<file path="src/rtl/mcp4921_spi_tx_pkg.sv">
`timescale 1ns/1ps
`default_nettype none
// ============================================================================
//  Module      : mcp49xx_pkg
//  Description : Shared definitions for the MCP4921/4922 DAC transmitter:
//                FSM state encodings, config-nibble bit positions, frame
//                length and a frame-packing helper.
//  Revision    : 1.0  initial release
// ============================================================================
package mcp49xx_pkg;

    localparam int FRAME_BITS = 16;

    // Bit positions inside the 4-bit config nibble {A/B, BUF, GA_n, SHDN_n}
    localparam int CFG_AB     = 3;
    localparam int CFG_BUF    = 2;
    localparam int CFG_GA_N   = 1;
    localparam int CFG_SHDN_N = 0;

    typedef enum logic [2:0] {
        IDLE  = 3'd0,
        SETUP = 3'd1,
        SHIFT = 3'd2,
        HOLD  = 3'd3,
        LDAC  = 3'd4,
        GAP   = 3'd5
    } state_t;

    // Command word as the DAC expects it: config nibble on top, code below.
    function automatic logic [FRAME_BITS-1:0] make_frame(input logic [3:0]  cfg,
                                                         input logic [11:0] data);
        return {cfg[CFG_AB], cfg[CFG_BUF], cfg[CFG_GA_N], cfg[CFG_SHDN_N], data};
    endfunction

endpackage
`default_nettype wire

</file>
<file path="src/rtl/mcp4921_spi_tx_if.sv">
`timescale 1ns/1ps
`default_nettype none
// ============================================================================
//  Module      : mcp4921_spi_tx_if
//  Description : Start/busy/done handshake between a sample producer and
//                the MCP4921 transmitter.
//                  start   : request a frame (producer -> tx)
//                  data_in : 12-bit DAC code (producer -> tx)
//                  cfg_in  : {A/B, BUF, GA_n, SHDN_n} (producer -> tx)
//                  busy    : frame in progress (tx -> producer)
//                  done    : one-cycle completion pulse (tx -> producer)
//  Revision    : 1.0  initial release
// ============================================================================
interface mcp4921_spi_tx_if;
    import mcp49xx_pkg::*;

    logic                  start;
    logic [FRAME_BITS-5:0] data_in;
    logic [3:0]            cfg_in;
    logic                  busy;
    logic                  done;

    modport master (output start, data_in, cfg_in, input  busy, done);
    modport slave  (input  start, data_in, cfg_in, output busy, done);

endinterface
`default_nettype wire

</file>
<file path="src/rtl/mcp4921_spi_tx_clk_div.sv">
`timescale 1ns/1ps
`default_nettype none
// ============================================================================
//  Module      : spi_clk_div
//  Description : SPI phase-tick generator. While en is high, tick pulses on
//                the last clk cycle of every CLK_DIV-cycle phase. Dropping en
//                (or taking a tick) reloads the counter so the next phase is
//                a full CLK_DIV cycles.
//  Ports       : clk  - system clock
//                rst  - synchronous reset, active-low
//                en   - count enable (phase in progress)
//                tick - last cycle of the current phase
//  Revision    : 1.0  initial release
// ============================================================================
module spi_clk_div #(
    parameter int CLK_DIV = 1
) (
    input  wire logic clk,
    input  wire logic rst,
    input  wire logic en,
    output logic      tick
);

    localparam int            CW   = (CLK_DIV > 1) ? $clog2(CLK_DIV) : 1;
    localparam logic [CW-1:0] LAST = CW'(CLK_DIV - 1);

    logic [CW-1:0] cnt;

    always_ff @(posedge clk) begin
        if (!rst) begin
            cnt <= '0;
        end else if (!en || tick) begin
            cnt <= '0;
        end else begin
            cnt <= cnt + 1'b1;
        end
    end

    assign tick = en && (cnt == LAST);

endmodule
`default_nettype wire

</file>
<file path="src/rtl/mcp4921_spi_tx.sv">
`timescale 1ns/1ps
`default_nettype none
// ============================================================================
//  Module      : mcp4921_spi_tx
//  Description : Write-only SPI master (mode 0,0) for the MCP4921/4922 DAC.
//                Latches a 12-bit code plus 4 config bits on an accepted
//                start and shifts one 16-bit frame out MSB first.
//                Sequence: IDLE -> SETUP -> SHIFT -> HOLD -> GAP [-> LDAC]
//                -> IDLE, each non-SHIFT phase lasting CLK_DIV cycles and
//                each SCK half-period lasting CLK_DIV cycles.
//  Config      : `define MCP4921_LDAC_EN to drive an LDAC_n strobe after the
//                frame; otherwise dac_ldac_pin is tied low.
//  Ports       : clk          - system clock
//                rst          - synchronous reset, active-low
//                bus          - start/data/cfg in, busy/done out (slave)
//                dac_cs_pin   - chip select, active-low
//                dac_clk_pin  - SCK, idles low
//                dac_mosi_pin - serial data, MSB first
//                dac_ldac_pin - LDAC_n
//  Revision    : 1.0  initial release
// ============================================================================
module mcp4921_spi_tx
    import mcp49xx_pkg::*;
#(
    parameter int CLK_DIV = 1
) (
    input  wire logic        clk,
    input  wire logic        rst,
    mcp4921_spi_tx_if.slave  bus,
    output logic             dac_cs_pin,
    output logic             dac_clk_pin,
    output logic             dac_mosi_pin,
    output logic             dac_ldac_pin
);

    state_t                  state;
    state_t                  state_nxt;
    logic                    tick;
    logic                    sck_hi;     // SCK level within the current bit
    logic [4:0]              bit_cnt;
    logic [FRAME_BITS-1:0]   sreg;
    logic                    done_q;
    logic                    last_bit;

    assign last_bit = (bit_cnt == 5'(FRAME_BITS - 1));

    spi_clk_div #(
        .CLK_DIV (CLK_DIV)
    ) u_div (
        .clk  (clk),
        .rst  (rst),
        .en   (state != IDLE),
        .tick (tick)
    );

    // ------------------------------------------------------------------
    // State register and completion pulse
    // ------------------------------------------------------------------
    always_ff @(posedge clk) begin
        if (!rst) begin
            state  <= IDLE;
            done_q <= 1'b0;
        end else begin
            state  <= state_nxt;
            done_q <= (state != IDLE) && (state_nxt == IDLE);
        end
    end

    // ------------------------------------------------------------------
    // Next-state logic
    // ------------------------------------------------------------------
    always_comb begin
        state_nxt = state;
        case (state)
            IDLE:  if (bus.start)                  state_nxt = SETUP;
            SETUP: if (tick)                       state_nxt = SHIFT;
            SHIFT: if (tick && sck_hi && last_bit) state_nxt = HOLD;
            HOLD:  if (tick)                       state_nxt = GAP;
`ifdef MCP4921_LDAC_EN
            // The strobe follows a full CS-high gap so LDAC_n never falls
            // too close to the CS rising edge; done follows the strobe.
            GAP:   if (tick)                       state_nxt = LDAC;
            LDAC:  if (tick)                       state_nxt = IDLE;
`else
            GAP:   if (tick)                       state_nxt = IDLE;
`endif
            default:                               state_nxt = IDLE;
        endcase
    end

    // ------------------------------------------------------------------
    // Shift register, bit counter and SCK phase
    // ------------------------------------------------------------------
    always_ff @(posedge clk) begin
        if (!rst) begin
            sreg    <= '0;
            bit_cnt <= '0;
            sck_hi  <= 1'b0;
        end else begin
            case (state)
                IDLE: begin
                    if (bus.start) begin
                        sreg    <= make_frame(bus.cfg_in, bus.data_in);
                        bit_cnt <= '0;
                        sck_hi  <= 1'b0;
                    end
                end
                SHIFT: begin
                    if (tick) begin
                        if (!sck_hi) begin
                            sck_hi <= 1'b1;
                        end else begin
                            sck_hi <= 1'b0;
                            // Next bit is presented as SCK falls; the final
                            // bit stays on MOSI through HOLD.
                            if (!last_bit) begin
                                bit_cnt <= bit_cnt + 5'd1;
                                sreg    <= {sreg[FRAME_BITS-2:0], 1'b0};
                            end
                        end
                    end
                end
                default: ;
            endcase
        end
    end

    // ------------------------------------------------------------------
    // Outputs
    // ------------------------------------------------------------------
    always_comb begin
        dac_cs_pin   = 1'b1;
        dac_mosi_pin = 1'b0;
        case (state)
            SETUP, SHIFT, HOLD: begin
                dac_cs_pin   = 1'b0;
                dac_mosi_pin = sreg[FRAME_BITS-1];
            end
            default: ;
        endcase
        dac_clk_pin  = (state == SHIFT) && sck_hi;
`ifdef MCP4921_LDAC_EN
        dac_ldac_pin = (state != LDAC);
`else
        dac_ldac_pin = 1'b0;
`endif
    end

    assign bus.busy = (state != IDLE);
    assign bus.done = done_q;

endmodule
`default_nettype wire

</file>
<file path="src/flat_wrapper.sv">
// flat-port wrapper written by rule: the top's interface ports become plain ports
module mcp4921_spi_tx_flat import mcp49xx_pkg::*;
#(
    parameter int CLK_DIV = 1
)
  (clk, rst, dac_cs_pin, dac_clk_pin, dac_mosi_pin, dac_ldac_pin, bus_start, bus_data_in, bus_cfg_in, bus_busy, bus_done);
  mcp4921_spi_tx_if bus_i ();
  input  wire logic clk;
  input  wire logic rst;
  output logic dac_cs_pin;
  output logic dac_clk_pin;
  output logic dac_mosi_pin;
  output logic dac_ldac_pin;
  input wire logic [$bits(bus_i.start)-1:0] bus_start;
  input wire logic [$bits(bus_i.data_in)-1:0] bus_data_in;
  input wire logic [$bits(bus_i.cfg_in)-1:0] bus_cfg_in;
  output wire logic [$bits(bus_i.busy)-1:0] bus_busy;
  output wire logic [$bits(bus_i.done)-1:0] bus_done;
  assign bus_i.start = bus_start;
  assign bus_i.data_in = bus_data_in;
  assign bus_i.cfg_in = bus_cfg_in;
  assign bus_busy = bus_i.busy;
  assign bus_done = bus_i.done;
  mcp4921_spi_tx #(.CLK_DIV(CLK_DIV)) u_core (.clk(clk), .rst(rst), .bus(bus_i), .dac_cs_pin(dac_cs_pin), .dac_clk_pin(dac_clk_pin), .dac_mosi_pin(dac_mosi_pin), .dac_ldac_pin(dac_ldac_pin));
endmodule
</file>
<file path="config.mk">
export PLATFORM = sky130hd
export DESIGN_NAME = mcp4921_spi_tx_flat
export DESIGN_NICKNAME = d
export VERILOG_FILES = /design/src/rtl/mcp4921_spi_tx_pkg.sv /design/src/rtl/mcp4921_spi_tx_if.sv /design/src/rtl/mcp4921_spi_tx_clk_div.sv /design/src/rtl/mcp4921_spi_tx.sv /design/src/flat_wrapper.sv
export SDC_FILE = /design/constraint.sdc
export NUM_CORES = 1
export LEC_CHECK = 0
export CAP_MARGIN = 10
export CELL_PAD_IN_SITES_DETAIL_PLACEMENT = 0
export CELL_PAD_IN_SITES_GLOBAL_PLACEMENT = 1
export CORE_UTILIZATION = 45
export CTS_BUF_LIST = sky130_fd_sc_hd__clkbuf_8
export DETAILED_ROUTE_END_ITERATION = 7
export DONT_BUFFER_PORTS = 1
export PLACE_DENSITY = 0.74
export SYNTH_ARGS = -nofsm -noshare
export SYNTH_HDL_FRONTEND = slang
export SYNTH_SLANG_ARGS = --single-unit
</file>
<file path="constraint.sdc">
create_clock -name clk -period 4.6 [get_ports clk]
set_input_delay 0.46 -clock clk [delete_from_list [all_inputs] [get_ports clk]]
set_output_delay 0.46 -clock clk [all_outputs]
set_load 0.05 [all_outputs]
</file>
After elaboration in Yosys (flattened, before gate mapping)
Cells that the tools add are included.
{ "totals": {"word_cells": 56, "output_inout_bits": 6, "ff_bits": 27} }
{ "op_classes": {"add_sub_neg": 2, "n_eq_ne": 9, "n_mux": 22, "bitwise": 2, "reduce_logical": 15} }
{ "op_table": {"columns": ["cell", "count"], "rows": [
  ["$mux 16", 4],
  ["$pmux 16 s2", 1],
  ["$mux 5", 4],
  ["$mux 3", 5],
  ["$pmux 3 s5", 1],
  ["$pmux 5 s2", 1],
  ["$eq 3x2->1 const B", 2],
  ["$logic_not 3->1", 2],
  ["$add 5x1->5 const B", 1],
  ["$eq 5x4->1 const B", 1],
  ["$logic_and 1x1->1", 5],
  ["$mux 1", 5],
  ["$reduce_and 5->1", 1],
  ["$ne 2x1->1 const B", 2],
  ["$ne 2x2->1 const B", 2],
  ["$eq 3x1->1 const B", 1],
  ["$eq 3x3->1 const B", 1],
  ["$reduce_and 3->1", 1],
  ["$reduce_bool 3->1", 1],
  ["$reduce_or 3->1", 1],
  ["$not 1->1", 2],
  ["$pmux 1 s2", 1],
  ["$reduce_bool 2->1", 1],
  ["$reduce_or 2->1", 1],
  ["3 further kinds", 3]
]} }

Depth between registers and ports, before layout
Gate-level depths: netlist of the first run.
{ "logic_depth": {"ltp_word": 8, "ltp_mapped": 8, "depth_no_buf": 6} }

Cells and area by module
Synthesis of the first run repeated with hierarchy kept, for this count alone.
{ "hier_totals": {"cells_unflattened": 167, "area_unflattened_um2": 1652.8} }
{ "modules_own_cells": {"columns": ["module", "area_each_um2", "instances", "seq_area_each_um2", "cells_each"], "rows": [
  ["mcp4921_spi_tx", 1615.3, 1, 520.5, 164],
  ["spi_clk_div", 37.5, 1, 20.0, 3]
]} }

Least setup slack after synthesis of the first run
OpenSTA, ideal clock, no wires.
{ "synth_path": {"path_kind": "reg2out", "startpoint": "reg u_core.state[0]", "endpoint": "out dac_mosi_pin", "t_required_ns": 4.140, "path_stages_with_launch": 4, "setup_slack_ns": 2.387, "arrival_time_ns": 1.753, "cell_sequence": "dfxtp_1 clkbuf_1 o21bai_1 nor2_1"} }
{ "synth_via": {"elab_chain_cells": 3} }
{ "synth_rtl": {"columns": ["item", "line_no", "text"], "rows": [
  ["start, declared", "mcp4921_spi_tx.sv:36", "state_t state;"],
  ["start signal, assigned", "mcp4921_spi_tx.sv:64", "state <= state_nxt;"],
  ["$eq 3x1->1 / $eq 3x2->1 (equally long branches)", "mcp4921_spi_tx.sv:134", "case (state)"],
  ["$reduce_or 3->1 *", "mcp4921_spi_tx.sv:134", null],
  ["$mux 1 *", "mcp4921_spi_tx.sv:134", null],
  ["end, declared", "flat_wrapper.sv:12", "output logic dac_mosi_pin;"]
]} }
Every way passes the cells marked *; elsewhere a longest branch is shown, timed or not.

Worst setup path in the final report of the first run
Ends and elaborated chain as after synthesis.

==> results_dict.tcl, run 1 <==
set metrics [dict create \
    cts_root_buf "clkbuf_8" \
    use_met1_pct 22.3 \
    finalNonFillerCells 201 \
    skew_ns 0.0104 \
    drive_above_1_share_pct 16.1 \
    swShare_pct 32.5 \
    synth_area_leader_cell "dfxtp_1" \
    synthTopCellsByCount "dfxtp_1 (27), mux2i_1 (20), nor2_1 (18)" \
    r2r-start "u_core.bit_cnt[0]" \
    worstPathArrival_ns 2.14 \
    async_flop_share_pct 0 \
    fmax_mhz 385 \
    first_pass_iters 4 \
    cp.required_ns 4.14 \
    top_usage_layer "met2" \
    synth_warnings 0 \
    dp_hpwl_mm 2.14 \
    synthFlopType "dfxtp_1" \
    row_count 21 \
    synth_compound_gate_area_share_pct 23.5 \
    start_util_pct 48.2 \
    routed-via-count 1173 \
    grt_pass1_wl_mm 5.53 \
    cts_resized 0 \
    intPower_uw 365 \
    fin_nets 177 \
    reg2reg_depth 8 \
    cpMaxStageDelayCell "nor2_1" \
    synth-adder-area-share_pct 1.51 \
    cts_tree "yes" \
    fin_crit_ns 2.60 \
    clkPwrFrac_pct 25.3 \
    rsz0062_at_grt "false" \
    tightestPinTransition_ns 1.05 \
    post-route-period-util_pct 56.4 \
    synth_edf_count 0 \
    power_frac_comb_pct 24.4 \
    die_h_um 62.7 \
    drt-total-wl_mm 3.14 \
    worstPathCellList "o21bai_1, nor2_1" \
    place_area_mm2 0.00161 \
    cp_slowest_stage_delay_ns 0.81 \
    seq_power_share_pct 50.3 \
    synthXorXnorAreaFrac_pct 0.528 \
    finalInstanceArea_mm2 0.00166 \
    status "complete, no violations" \
    setup_viol 0 \
    syn_area_mm2 0.00166 \
    syn_avg_cell_area_um2 10.1 \
    gp_congestion 0.693 \
    numCtsBuffers 3 \
    yosys.area_share.simple_pct 20.6 \
    reg2reg_slack_ns 2.13 \
    use_met2_pct 29.1 \
    synth_cell_types 36 \
    drt-wirelength-per-cell_um 15.6 \
    min_to "u_core.state[0]" \
    portBuffers 0 \
    synthMuxAreaShare_pct 12.1 \
    finalSetupTns_ns 0 \
    final_util_pct 48.2 \
    vias_per_cell 5.84 \
    netlist_instances 164 \
    ys_top_cells_by_area "dfxtp_1 (33%), mux2i_1 (12%), a2111oi_4 (10%)" \
    path_clk_slew_ns 0.10 \
    antenna_found_initial 0 \
    drc 0 \
    grt_pass1_vias 1201 \
    p_per_area_mw_per_mm2 326 \
    synth_top_family_by_area "compound AO/OA/AOI/OAI gates" \
    dp_cells 197 \
    holdPathStages 1 \
    grt_max_degree 19 \
    holdWs_ns 0.294 \
    max-slew-margin-rel_pct 29.7 \
    core_mm2 0.00344 \
    cts_hold_buf 0 \
    endpoint_kind "output pin" \
    cts_setup_buffers 0 \
    critical_path.top_delay_family "simple AND/OR/NAND/NOR gates" \
    die_area_mm2 0.00393 \
    cp_max_fo 12 \
    io-pin-count 25 \
    synth.most_common_cell "dfxtp_1" \
    worst-path-buf-inv 0 \
    met3_usage_pct 3.28 \
    grt_overflow 0 \
    drt_iter0_markers 30 \
    slew_violations 0 \
    hp-start "rst" \
    grtUsageTotal_pct 17.5 \
    area_delta_synth_final_pct 0.151 \
    hold_violations 0 \
    seq_area_frac_synth_pct 32.6 \
    crit_path_start_kind "register" \
    crit_type "register to output pin" \
    holdCritPathClass "primary input to register" \
    ir_drop_mv 0.139 \
    cap_viol_max_count 0 \
    diodes 0 \
    ant_nets 0 \
    clk_path_buf_depth 2 \
    cts_sinks 27 \
    yosys_register_bits 27 \
    switchingPower_uw 176 \
    n_fill_cell 346 \
    synth_top_cell_area_share_pct 32.6 \
    htree_num_levels 1 \
    worstSkewPairLatency_ns 0.28 \
    timing.rr.end "u_core.bit_cnt[0]" \
    die_x_um 62.7 \
    leakage_nw 0.572 \
]
worst max path at each step:
| stage | start | cells past startpoint | endpoint |
|---|---|---|---|
| 2_1_floorplan | u_core.state[0] | 3 | dac_mosi_pin |
| 3_3_place_gp | u_core.bit_cnt[0] | 8 | u_core.sreg[15] |
| 3_5_place_dp | u_core.bit_cnt[0] | 8 | u_core.bit_cnt[0] |
| 4_1_cts | u_core.state[1] | 2 | dac_mosi_pin |
| 5_1_grt | u_core.state[0] | 2 | dac_mosi_pin |
| 6_report | u_core.state[0] | 2 | dac_mosi_pin |
power groups by stage:
| stage | Sequential [mW] | Combinational, mW | Clock (mW) |
|---|---|---|---|
| 2_1_floorplan | 0.270 | 0.134 | 0 |
| 3_3_place_gp | 0.277 | 0.130 | 0 |
| 3_5_place_dp | 0.278 | 0.133 | 0 |
| 4_1_cts | 0.272 | 0.133 | 0.141 |
| 5_1_grt | 0.276 | 0.145 | 0.153 |
| 6_report | 0.272 | 0.132 | 0.137 |
registers in the layout, indices dropped and copies added, names as in the netlist:
| register | flops |
|---|---|
| u_core.sreg | 16 |
| u_core.bit_cnt | 5 |
| u_core.state | 3 |
| u_core.bus.done | 1 |
| u_core.sck_hi | 1 |
| u_core.u_div.cnt | 1 |
per-layer routing:
metal  vias to the layer above  wire length (µm)
met1                       568              1500
met4                         0                20
met3                         4               105
met2                        21              1510
li1                        580                 -
met5                         -                 0
logic make-up (layout without fill, tap and decap cells):
family                     count (synthesis)  count (layout)
and+or+nand+nor                           64              64
AOI/OAI and AO/OA                         28              28
DFF                                       27              27
buffers and inverters                     21              11
muxes                                     20              20
adders and majority gates                  2               2
other                                      1               2
xor gates and xnor gates                   1               1
cells in the final DEF (no fill, tap or decap), drive strengths merged, types with 2 or more instances in the layout:
cell type and count:
dfxtp 27, mux2i 20, nor2 18, nor3 16, a2111oi 15, nand3b 6, nand2 6, inv 4
nand3 4, and3 3, a21oi 3, clkbuf 3, buf 3, and2 2, and2b 2, o211ai 2
o21ai 2, o21a 2, ha 2, conb 2
layout make-up:
class / instances / area [µm²] / share of cell area [%]
Inverter: 4 / 15.0 / 0.904
Clock inverter: 1 / 5.00 / 0.301
Timing Repair Buffer: 3 / 22.5 / 1.36
Clock buffer: 3 / 41.3 / 2.49
Multi-Input combinational cell: 117 / 978 / 58.9
Tap cell: 46 / 57.6 / 3.47
Sequential cell: 27 / 541 / 32.6
worst reg2reg max path, cell delays in order (launching register included):
cell      delay, ns
dfxtp_1        0.35
ha_1           0.22
and3_1         0.19
ha_1           0.20
a211oi_2       0.21
buf_4          0.26
o21a_1         0.36
buf_4          0.37
mux2i_1        0.25
per-stage QoR:
stage / worst slack [ns] / power [mW]
finish: 2.00 / 0.541
floorplan: 2.39 / 0.404
global placement: 2.25 / 0.407
detailed placement: 2.16 / 0.411
CTS: 2.00 / 0.547
global route: 1.87 / 0.574
Power figures use the tool's default switching activity.
==> run 2: changes to the inputs <==
--- a/config.mk
+++ b/config.mk
@@ -5,14 +5,15 @@
 export SDC_FILE = /design/constraint.sdc
 export NUM_CORES = 1
 export LEC_CHECK = 0
+export ABC_AREA = 1
 export CAP_MARGIN = 10
 export CELL_PAD_IN_SITES_DETAIL_PLACEMENT = 0
 export CELL_PAD_IN_SITES_GLOBAL_PLACEMENT = 1
-export CORE_UTILIZATION = 45
+export CORE_UTILIZATION = 40
 export CTS_BUF_LIST = sky130_fd_sc_hd__clkbuf_8
 export DETAILED_ROUTE_END_ITERATION = 7
 export DONT_BUFFER_PORTS = 1
-export PLACE_DENSITY = 0.74
+export PLACE_DENSITY = 0.77
 export SYNTH_ARGS = -nofsm -noshare
 export SYNTH_HDL_FRONTEND = slang
 export SYNTH_SLANG_ARGS = --single-unit
==> constraint.sdc (replaced) <==
create_clock -name clk -period 2.25 [get_ports clk]
set_input_delay 0.225 -clock clk [delete_from_list [all_inputs] [get_ports clk]]
set_output_delay 0.225 -clock clk [all_outputs]
set_load 0.05 [all_outputs]
==> run 2 against run 1 <==
Non-clock buffer count up 4. Die area down 0.88%. Combinational power increased by 93%. Wire length is 1.2% higher. Critical endpoint is now u_core.bit_cnt[2].
==> results_dict.tcl, run 2 <==
set metrics [dict create \
    setup_viol 0 \
    dp_hpwl_mm 2.13 \
    die_area_mm2 0.00390 \
    crit_path_start_kind "register" \
    cts_tree "yes" \
    worstSkewPairLatency_ns 0.27 \
    largest_reg_flops 16 \
    skew_ns 0.00563 \
    leakage_nw 0.797 \
    cts_hold_buf 0 \
    cts_sinks 27 \
    hold_violations 0 \
    rsz0062_at_grt "false" \
    drt-wirelength-per-cell_um 11.1 \
    multi_input_area_um2 752 \
    drt_iter0_markers 46 \
    yosys_register_bits 27 \
    ir_drop_mv 0.295 \
    finalSetupTns_ns 0 \
    fmax_mhz 539 \
    synth_warnings 0 \
    regMostFlops "u_core.sreg" \
    reg2reg_slack_ns 0.40 \
    io-pin-count 25 \
    clk_path_buf_depth 2 \
    synth_top_cell_area_share_pct 37.0 \
    cts_setup_buffers 0 \
    numCtsBuffers 3 \
    final_common_cell "nand2_1" \
    die_h_um 62.4 \
    crit_type "register to register" \
    row_count 21 \
    cp_max_fo 12 \
    post-route-period-util_pct 82.4 \
    fin_crit_ns 1.85 \
    syn_avg_cell_area_um2 6.14 \
    endpoint_kind "register" \
    seq_area_frac_synth_pct 37.0 \
    gp_congestion 0.812 \
    ys_top_cells_by_area "dfxtp_1 (37%), nand2_1 (20%), nor2_1 (12%)" \
    core_mm2 0.00342 \
    seq_area_um2 541 \
    area_delta_synth_final_pct 7.03 \
    grt_pass1_wl_mm 5.58 \
    worstPathArrival_ns 2.06 \
    cts_resized 0 \
    slew_violations 0 \
    routed-via-count 1324 \
    grt_max_degree 24 \
    die_x_um 62.4 \
    synth_area_leader_cell "dfxtp_1" \
    portBuffers 0 \
    n_fill_cell 398 \
    grt_pass1_vias 1216 \
    synthFlopType "dfxtp_1" \
    cp.required_ns 2.46 \
    layout_common_cells "nand2_1 (79), nor2_1 (47), inv_1 (27), dfxtp_1 (27), nand3_1 (23)" \
    synth_edf_count 0 \
    diodes 0 \
    first_pass_iters 4 \
    antenna_found_initial 0 \
    start_util_pct 42.7 \
    ant_nets 0 \
    final_util_pct 45.8 \
    cap_viol_max_count 0 \
    status "complete, no violations" \
    syn_area_mm2 0.00146 \
    synth.most_common_cell "nand2_1" \
    grt_overflow 0 \
    holdCritPathClass "primary input to register" \
    synth_cell_types 23 \
    fin_nets 262 \
    async_flop_share_pct 0 \
    drive_above_1_share_pct 7.92 \
    reg_top3 "u_core.sreg (16), u_core.bit_cnt (5), u_core.state (3)" \
    path_clk_slew_ns 0.10 \
    drt-total-wl_mm 3.18 \
    htree_num_levels 1 \
    drc 0 \
    synthTopCellsByCount "nand2_1 (79), nor2_1 (47), dfxtp_1 (27), inv_1 (27), nand3_1 (23)" \
    vias_per_cell 4.63 \
    p_per_area_mw_per_mm2 699 \
    cts_root_buf "clkbuf_8" \
    netlist_instances 238 \
    grtUsageTotal_pct 18.0 \
]
## run 2: changes by cell type after synthesis, moves of 6 or more
cell       delta
a2111oi_4     -6
nor2_1       +29
mux2i_1      -20
nand2_1      +73
nand3_1      +19
nor3_1       -11
nand3b_1      -6
a2111oi_2     -9
inv_1        +23
## run 2: kinds of logic (layout without fill, tap and decap cells)
kind of cell             count (synthesis)  in the layout  share of synthesized area [%]
adder cells (fa/ha/maj)                  2              2                           1.71
AO/OA/AOI/OAI                            7              7                           2.57
AND/OR/NAND/NOR                        162            162                           46.7
buffers and inverters                   39             40                           11.7
other                                    1              2                          0.257
flip-flops                              27             27                           37.0
## run 2: path summary, 6_finish.rpt
kind                  endpoint  depth (start not counted)              start
max          u_core.bit_cnt[2]                         10  u_core.bit_cnt[0]
min reg2reg     u_core.sreg[0]                          2     u_core.sreg[0]
min             u_core.sreg[3]                          2                rst
max reg2reg  u_core.bit_cnt[2]                         10  u_core.bit_cnt[0]
## run 2: routing by layer
layer	share of wire (%)	global-route usage (%)
met4	0.76	4.36
met3	3.1	4.01
met2	46	30.4
met5	0	0
met1	50	23.2
## run 2: final cells by class
type / instances / area share (%)
multi-input cells: 173 / 48.1
flip-flops and latches: 27 / 34.6
inverters: 29 / 7.29
well taps: 46 / 3.68
repair buffers: 7 / 3.36
clock buffers: 3 / 2.64
clock inverters: 1 / 0.320
## run 2: stage by stage
step	setup WS [ns]	total power, mW	instances	cell area (µm²)	hold WS, ns
after floorplan	0.350	0.781	239	1460	0.372
after global placement	0.457	0.824	282	1520	0.350
after detailed placement	0.424	0.827	282	1520	0.351
after CTS	0.410	1.11	286	1560	0.0473
after global routing	0.204	1.17	286	1560	0.0470
final	0.396	1.09	286	1560	0.0550
## run 2: worst max-delay path, cell delays in order (launching register included)
cell and delay, ns:
dfxtp_1 0.36, ha_1 0.22, nand2_1 0.08, nor2_1 0.04, ha_1 0.19, nand2_1 0.07, nand2_1 0.05, inv_1 0.27
buf_4 0.27, nand3_1 0.08, a21oi_1 0.16
## run 2: power breakdown
| part | total, mW | leakage, nW | switching, mW | internal [mW] |
|---|---|---|---|---|
| logic | 0.255 | 0.549 | 0.170 | 0.0848 |
| registers | 0.556 | 0.223 | 0.0302 | 0.526 |
| clock network | 0.280 | 0.0255 | 0.156 | 0.124 |
==> run 3: changes to the inputs <==
--- a/config.mk
+++ b/config.mk
@@ -9,11 +9,11 @@
 export CAP_MARGIN = 10
 export CELL_PAD_IN_SITES_DETAIL_PLACEMENT = 0
 export CELL_PAD_IN_SITES_GLOBAL_PLACEMENT = 1
-export CORE_UTILIZATION = 40
+export CORE_UTILIZATION = 45
 export CTS_BUF_LIST = sky130_fd_sc_hd__clkbuf_8
 export DETAILED_ROUTE_END_ITERATION = 7
 export DONT_BUFFER_PORTS = 1
-export PLACE_DENSITY = 0.77
+export PLACE_DENSITY = 0.82
 export SYNTH_ARGS = -nofsm -noshare
 export SYNTH_HDL_FRONTEND = slang
 export SYNTH_SLANG_ARGS = --single-unit
==> constraint.sdc (replaced) <==
create_clock -name clk -period 1.9 [get_ports clk]
set_input_delay 0.19 -clock clk [delete_from_list [all_inputs] [get_ports clk]]
set_output_delay 0.19 -clock clk [all_outputs]
set_load 0.05 [all_outputs]
==> run 3 against run 2 <==
Final cell count stayed put. Sequential power is 18% higher. Worst setup slack worse by 0.21 ns. Non-clock buffer count is 2 higher. Wire length is 7.1% lower. Die area is 11% lower. Cell area is 0.72% higher. Clock skew is 0.0011 ns lower. Critical path depth is 6 lower. Largest cell class unchanged. Largest power group unchanged. Highest routed layer unchanged.
==> results_dict.tcl, run 3 (synthesized netlist as in run 2, its figures left out) <==
set metrics [dict create \
    status "complete, no violations" \
    portBuffers 0 \
    antenna_found_initial 0 \
    grt_pass1_wl_mm 5.16 \
    first_pass_iters 4 \
    cts_sinks 27 \
    regMostFlops "u_core.sreg" \
    hold_violations 0 \
    drt_iter0_markers 61 \
    fin_crit_ns 1.71 \
    dp_hpwl_mm 2.11 \
    start_util_pct 47.4 \
    worstSkewPairLatency_ns 0.27 \
    grt_pass1_vias 1200 \
    crit_path_start_kind "register" \
    cts_tree "yes" \
    cts_resized 0 \
    fmax_mhz 584 \
    grtUsageTotal_pct 19.4 \
    ant_nets 0 \
    place_area_mm2 0.00153 \
    finalPower_mw 1.28 \
    crit_type "register to output pin" \
    cp_max_fo 12 \
    multi_input_area_um2 752 \
    area_delta_synth_final_pct 7.80 \
    skew_ns 0.00448 \
    numCtsBuffers 3 \
    htree_num_levels 1 \
    ir_drop_mv 0.332 \
    leakage_nw 0.808 \
    p_per_area_mw_per_mm2 812 \
    setup_viol 0 \
    finalInstanceArea_mm2 0.00157 \
    cp_slowest_stage_delay_ns 0.36 \
    diodes 0 \
    slew_violations 0 \
    holdCritPathClass "primary input to register" \
    grt_overflow 0 \
    final_common_cell "nand2_1" \
    reg_top3 "u_core.sreg (16), u_core.bit_cnt (5), u_core.state (3)" \
    worstPathArrival_ns 1.52 \
    cts_hold_buf 0 \
    drt-wirelength-per-cell_um 10.3 \
    worstPathCellList "inv_1, nand3_2, nor2_1, buf_4" \
    die_h_um 59.0 \
    routed-via-count 1337 \
    fin_nets 264 \
    critical_path.top_delay_family "simple AND/OR/NAND/NOR gates" \
    row_count 20 \
    io-pin-count 25 \
    largest_reg_flops 16 \
    endpoint_kind "output pin" \
    path_clk_slew_ns 0.09 \
    rsz0062_at_grt "false" \
    post-route-period-util_pct 90.1 \
    seq_area_um2 541 \
    cap_viol_max_count 0 \
    core_mm2 0.00308 \
    clk_path_buf_depth 2 \
    cts_setup_buffers 0 \
    cpMaxStageDelayCell "dfxtp_1" \
    grt_max_degree 21 \
    die_x_um 59.0 \
    die_area_mm2 0.00348 \
    finalSetupTns_ns 0 \
    cp.required_ns 1.71 \
    worst-path-buf-inv 2 \
    drive_above_1_share_pct 8.26 \
    n_fill_cell 345 \
    drt-total-wl_mm 2.95 \
    cts_root_buf "clkbuf_8" \
    gp_congestion 0.872 \
    vias_per_cell 4.67 \
    drc 0 \
    layout_common_cells "nand2_1 (79), nor2_1 (47), inv_1 (28)" \
]
==> run 3: changes by cell type in the layout (fill, tap and decap cells not counted), sizes merged <==
cell / previous run / this run
inv: 29 / 30
clkinv: 1 / 0
buf: 7 / 9
==> run 3: path summary, 6_finish.rpt <==
path              cells past startpoint              start                 to  slack [ns]
setup / recovery                      4    u_core.state[2]        dac_clk_pin        0.19
hold / removal                        2                rst     u_core.sreg[2]        0.03
setup reg to reg                     11  u_core.bit_cnt[0]  u_core.bit_cnt[0]        0.27
hold reg to reg                       2     u_core.sreg[0]     u_core.sreg[0]        0.47
==> run 3: worst reg2reg max path: stages (launching register included) <==
cell,delay [ns]
dfxtp_1,0.35
ha_1,0.22
nand2_1,0.09
nor2_1,0.05
ha_1,0.18
nand2_1,0.07
nand2_1,0.05
inv_1,0.12
buf_4,0.21
nand3_1,0.10
nand2_1,0.08
nor2_1,0.04
==> run 3: metrics by stage <==
stage                     setup slack (ns)  hold WS, ns  utilization (%)  std cells
after floorplan                  0.0000890        0.337                -        239
after global placement               0.321        0.314             49.7        282
after detailed placement             0.277        0.317             49.7        282
after CTS                            0.179       0.0280             51.1        286
final                                0.188       0.0340             51.1        286
after global routing                0.0509       0.0251             51.1        286
==> run 3: final cells by class <==
class | instances | share of cell area (%)
inverters | 29 | 7.23
repair buffers | 9 | 4.29
clock inverters | 1 | 0.238
well taps | 44 | 3.50
clock buffers | 3 | 2.62
multi-input cells | 173 | 47.8
flip-flops and latches | 27 | 34.3
==> run 3: metal layers <==
metal	vias to the layer above	routed length, µm	global-route usage, %
met5	-	0	0
met4	0	19	6.12
met3	2	100	3.08
met2	25	1400	32.5
met1	583	1440	25.5
li1	727	-	-
==> run 3: power by group <==
group	total, mW	internal [mW]	switching, mW
combinational	0.305	0.105	0.200
sequential	0.658	0.623	0.0349
clock	0.315	0.145	0.170
